File: src/rtl/onehot_wsel_pkg.sv
// Shared types for the one-hot write-select block.
// Mode and FSM state encodings.
package onehot_wsel_pkg;

   typedef enum logic [1:0] {
      MODE_DIRECT = 2'b00,
      MODE_SINGLE = 2'b01,
      MODE_CONT   = 2'b10,
      MODE_RSVD   = 2'b11
   } mode_t;

   typedef enum logic {
      ST_IDLE  = 1'b0,
      ST_SWEEP = 1'b1
   } state_t;

   function automatic logic is_sweep_mode(mode_t m);
      return (m == MODE_SINGLE) || (m == MODE_CONT);
   endfunction

endpackage

File: src/rtl/onehot_wsel_dec.sv
// Binary to one-hot decoder.
// Purely combinational, one bit set per address.
module onehot_dec #(
   parameter int ADDR_W = 5,
   localparam int OUT_W = 2**ADDR_W
) (
   input  logic [ADDR_W-1:0] addr,
   output logic [OUT_W-1:0]  oh
);

   // single set bit at the addressed position
   always_comb begin
      oh = '0;
      oh[addr] = 1'b1;
   end

endmodule

File: src/rtl/onehot_wsel.sv
// One-hot write select: direct address or sweep.
// All outputs registered, one cycle of latency.
module onehot_wsel
   import onehot_wsel_pkg::*;
#(
   parameter int ADDR_W = 5,
   parameter int DEPTH  = 32,
   localparam int OUT_W = 2**ADDR_W
) (
   input  logic              clk,
   input  logic              rst,
   input  logic [1:0]        mode,
   input  logic              in_valid,
   input  logic [ADDR_W-1:0] in_addr,
   input  logic              start,
   input  logic              stall,
   input  logic              stop,
   output logic [OUT_W-1:0]  out,
   output logic              out_valid,
   output logic              busy,
   output logic              done,
   output logic              err
);

   localparam logic [ADDR_W:0]   DEPTH_X = (ADDR_W+1)'(DEPTH);
   localparam logic [ADDR_W-1:0] LAST    = ADDR_W'(DEPTH-1);
   localparam logic              ONE_ENT = (DEPTH == 1);

   state_t            state, state_d;
   logic [ADDR_W-1:0] cnt, cnt_d;
   logic              cont, cont_d;
   mode_t             mode_s;
   logic              launch, hit, last, in_rng;
   logic [ADDR_W-1:0] sel;
   logic [OUT_W-1:0]  dec;
   logic              fire_d, done_d, err_d;

   assign mode_s = mode_t'(mode);
   assign launch = (state == ST_IDLE) && is_sweep_mode(mode_s) && start;
   assign in_rng = {1'b0, in_addr} < DEPTH_X;
   assign hit    = (state == ST_SWEEP) && !stop && !stall;
   assign last   = (cnt == LAST);
   assign sel    = (state == ST_SWEEP) ? cnt :
                   (launch ? '0 : in_addr);
   assign busy   = (state == ST_SWEEP);

   onehot_dec #(.ADDR_W(ADDR_W)) u_dec (
      .addr (sel),
      .oh   (dec)
   );

   // FSM state, sweep counter and latched sweep mode
   always_ff @(posedge clk or posedge rst) begin
      if (rst) begin
         state <= ST_IDLE;
         cnt   <= '0;
         cont  <= 1'b0;
      end else begin
         state <= state_d;
         cnt   <= cnt_d;
         cont  <= cont_d;
      end
   end

   // next state: launch, advance, wrap, stall hold, stop abort
   always_comb begin
      state_d = state;
      cnt_d   = cnt;
      cont_d  = cont;
      unique case (state)
         ST_IDLE: begin
            if (launch) begin
               cont_d = (mode_s == MODE_CONT);
               if (ONE_ENT) begin
                  cnt_d   = '0;
                  state_d = (mode_s == MODE_CONT) ?
                            ST_SWEEP : ST_IDLE;
               end else begin
                  cnt_d   = ADDR_W'(1);
                  state_d = ST_SWEEP;
               end
            end
         end
         ST_SWEEP: begin
            if (stop) begin
               cnt_d   = '0;
               state_d = ST_IDLE;
            end else if (!stall) begin
               if (last) begin
                  cnt_d = '0;
                  if (!cont) state_d = ST_IDLE;
               end else begin
                  cnt_d = cnt + ADDR_W'(1);
               end
            end
         end
      endcase
   end

   // output decisions for the next registered cycle
   always_comb begin
      fire_d = 1'b0;
      done_d = 1'b0;
      err_d  = 1'b0;
      unique case (state)
         ST_IDLE: begin
            if (launch) begin
               fire_d = 1'b1;
               done_d = ONE_ENT;
            end else if (!is_sweep_mode(mode_s) && in_valid) begin
               fire_d = in_rng;
               err_d  = !in_rng;
            end
         end
         ST_SWEEP: begin
            if (hit) begin
               fire_d = 1'b1;
               done_d = last;
            end
         end
      endcase
   end

   // registered outputs; out is zero unless a select fires
   always_ff @(posedge clk or posedge rst) begin
      if (rst) begin
         out       <= '0;
         out_valid <= 1'b0;
         done      <= 1'b0;
         err       <= 1'b0;
      end else begin
         out       <= fire_d ? dec : '0;
         out_valid <= fire_d;
         done      <= done_d;
         err       <= err_d;
      end
   end

endmodule

File: config.mk
export PLATFORM = sky130hd
export DESIGN_NAME = onehot_wsel
export DESIGN_NICKNAME = d
export VERILOG_FILES = /design/src/rtl/onehot_wsel_pkg.sv /design/src/rtl/onehot_wsel_dec.sv /design/src/rtl/onehot_wsel.sv
export SDC_FILE = /design/constraint.sdc
export NUM_CORES = 1
export LEC_CHECK = 0
export BUFFER_PORTS_ARGS = -buffer_cell sky130_fd_sc_hd__buf_2
export CAP_MARGIN = 10
export CORE_MARGIN = 2
export CORE_UTILIZATION = 45
export CTS_CLUSTER_SIZE = 30
export DETAILED_ROUTE_END_ITERATION = 6
export GPL_TIMING_DRIVEN = 1
export PLACE_DENSITY = 0.8
export SETUP_SLACK_MARGIN = 0.3
export SLEW_MARGIN = 40
export SYNTH_ARGS = -nofsm -noshare
export SYNTH_HDL_FRONTEND = slang
export SYNTH_SLANG_ARGS = --single-unit
File: constraint.sdc
create_clock -name clk -period 1.8 [get_ports clk]
set_input_delay 0.09 -clock clk [delete_from_list [all_inputs] [get_ports clk]]
set_output_delay 0.09 -clock clk [all_outputs]
set_load 0.02 [all_outputs]
==> metrics.md <==
| Metric | Value |
|---|---|
| Outcome | `finished clean` |
| Avg Inst Size Synth | `10.6 um2` |
| CTS Buf Count | `5` |
| Reg clk slew, reported paths | `0.07 ns` |
| Nets@finish | `236` |
| CP Class | `flip-flop to flip-flop` |
| Hold Vio Cnt, Final | `0` |
| Die ar. | `4190 um2` |
| Syn nets | `172` |
| Dpl cells | `255` |
| H-tree levels | `2` |
| GR Overflow Total | `0` |
| Maximum vdd drop | `0.392 mV` |
| Asr flop ratio synth | `100%` |
| Vias | `1343` |
| #FFs+latches synth | `41` |
| Port Buffer Count | `47` |
| GPL Wtd Cong | `0.910` |
| Critical Path AT | `1.87 ns` |
| CTS Buffer Depth | `2` |
| DIE HEIGHT | `64.7 um` |
| P per Cell Area | `908 nW/um2` |
| Router iterations before antenna repair | `4` |
| Critical Path End Type | `flip-flop` |
| Synthesis-to-finish area growth | `42.4%` |
| Setup ws final | `0.120 ns` |
| Hold Crit Class | `input port to flip-flop` |
| Diode count | `0` |
| DP Wirelength | `2480 um` |
| Switching power | `595 uW` |
| Initial drt markers | `76` |
| Clock power frac | `32.0%` |
| Post-synthesis sequential area ratio | `61.8%` |
| Cell Area, Synth | `1660 um2` |
| WL per Instance | `13.6 um` |
| CORE AREA | `3610 um2` |
| Area leader, netlist | `dfrtp_1` |
| Combinational share of power | `22.4%` |
| Most frequent cells in the layout | `buf_2, dfrtp_1, nor2_1` |
| Distinct cells, synth | `30` |
| Synth area leaders | `dfrtp_1, nor2_1, nand2_1` |
| Fin crit share | `93.4%` |
| Worst Skew | `0.00697 ns` |
| CP cell instances | `ha_2 > and3_4 > ha_4 > or3b_4 > a31oi_1 > o21ai_1 > o31ai_1` |
| Max Fclk | `595 MHz` |
| Tot GR Track Use | `17.9%` |
| Initial antenna violation count | `0` |
| Buf/Inv on CP | `0` |
| CTS tree | `built` |
| Leakage Power | `0.00117 uW` |
| Crit path time final | `1.68 ns` |
| Total Neg Setup Slack | `0 ns` |
| Int Power | `1550 uW` |
| Setup-failing EPs final | `0` |
| Multi-input gate area | `793 um2` |
| DRC Markers | `0` |
| Number of synthesized flops with an enable pin | `0` |
| Sw Share | `27.8%` |
| Layout cell share with drive strength beyond 1 | `52.3%` |
| Hold path startpoint | `stop` |
| DRT Wirelength | `3630 um` |
| Largest net degree at the start of global routing | `27` |
| Setup WS pre-CTS | `0.0209 ns` |
| Cells after synthesis | `156` |
| Most common cell after layout, fill and taps aside | `buf_2` |
| Final cell count without fillers | `268` |
| Critical Path Start | `cnt[1]` |
| Most used DFF post-synth | `dfrtp_1` |
| RSZ-0062 raised after global routing | `true` |
| Final antenna-violating net count | `0` |
| Filler cells | `284` |
| Crit-path max FO | `2` |
| Max Cap Viol | `0` |
| Row cnt | `22` |
| CP max stage delay | `0.39 ns` |
| Root Driver | `clkbuf_8` |
| Delay-heaviest family, CP | `simple AND/OR/NAND/NOR gates` |
| Slowest stage cell, crit path | `dfrtp_1` |
| Worst slew margin | `56.7%` |
| IO Count | `49` |
| Yosys warning count | `0` |
| Number of global-route vias before repair | `1219` |
| Crit path required time | `1.99 ns` |
| First-pass GRT wire length | `5680 um` |
| Clock Sinks | `41` |
| Sequential power share | `45.6%` |
| Slew Limit Fails | `0` |
| RR Startpoint | `cnt[1]` |
| Initial Util | `46.0%` |
| Chip width | `64.7 um` |
| Flip-flop and latch area | `1030 um2` |
| Clk_lat worst skew | `0.29 ns` |
| Synth top area share | `61.8%` |
| Worst-margin pin slew | `0.649 ns` |
| Drt via density | `5.01` |
| Startpoint Class | `flip-flop` |
[cell type report]
class	instances	share of cell area, %
clock buffers	5	2.91
clock inverters	2	1.48
inverters	5	0.794
multi-input cells	106	33.6
flip-flops and latches	41	43.5
well taps	48	2.54
repair buffers	61	15.2
[through the flow]
stage / power, uW / hold slack (ns) / util [%] / instance area, um2
after floorplan: 1240 / 0.200 / - / 1680
after global placement: 1360 / 0.189 / 56.3 / 2030
after detailed placement: 1360 / 0.203 / 56.3 / 2030
after CTS: 2080 / 0.0664 / 61.9 / 2230
after global routing: 2260 / 0.0896 / 65.5 / 2360
final: 2140 / 0.0830 / 65.5 / 2360
[metal layers]
layer	vias to the layer above	wire length [um]	track usage, %
met5	-	0	0
met4	0	38	5.05
met3	4	205	4.86
met2	49	1880	29.1
met1	637	1510	23.6
li1	653	-	-
[logic make-up (layout without fill, tap and decap cells)]
logic type / after synthesis / after routing / synth area share (%)
multiplexers: 1 / 1 / 0.679
buffers and inverters: 9 / 73 / 2.49
flip-flops: 41 / 41 / 61.8
AO/OA/AOI/OAI: 25 / 25 / 9.73
other: 1 / 1 / 0.226
AND/OR/NAND/NOR: 76 / 76 / 22.8
adder cells (fa/ha/maj): 3 / 3 / 2.26
[path summary, 6_finish.rpt]
check | endpoint | slack, ns | cells past startpoint
hold reg to reg | cont | 0.54 | 1
setup / recovery | cnt[3] | 0.12 | 7
setup reg to reg | cnt[3] | 0.12 | 7
hold / removal | cnt[0] | 0.08 | 2
min in group asynchronous | out[8] | 0.43 | 3
max in group asynchronous | out[7] | 0.81 | 4
[state kept, by name, indices dropped and copies added, names as in the netlist]
register / cells
done: 1
cont: 1
cnt: 5
out: 32
out_valid: 1
busy: 1
[Yosys cell counts (2+ instances only)]
cell and n:
or3_4 2, o22ai_1 4, o21ai_0 6, nand2b_1 7
nand3_1 4, o21ai_1 5, buf_2 3, nor2_1 33
nand2_1 15, a21oi_1 2, ha_1 3, inv_1 5
nand4_1 2, o31ai_1 2, o21a_1 4, nor3_1 5
dfrtp_1 41
[what timing repair did]
action                                 in CTS  in global routing
hold buffers                                1                  0
setup endpoints to repair                  30                 37
gates resized for setup                    19                 31
pin swaps                                  12                 14
setup buffers                               3                  2
endpoints found under the hold margin      15                  0
[power groups by stage]
stage	Sequential [uW]	Clock (uW)	Combinational, uW
floorplan	1030	0	210
global placement	995	0	363
detailed placement	996	0	368
CTS	978	695	405
global route	982	761	522
finish	978	685	481
Note: power is estimated with default switching activity, not from simulation.
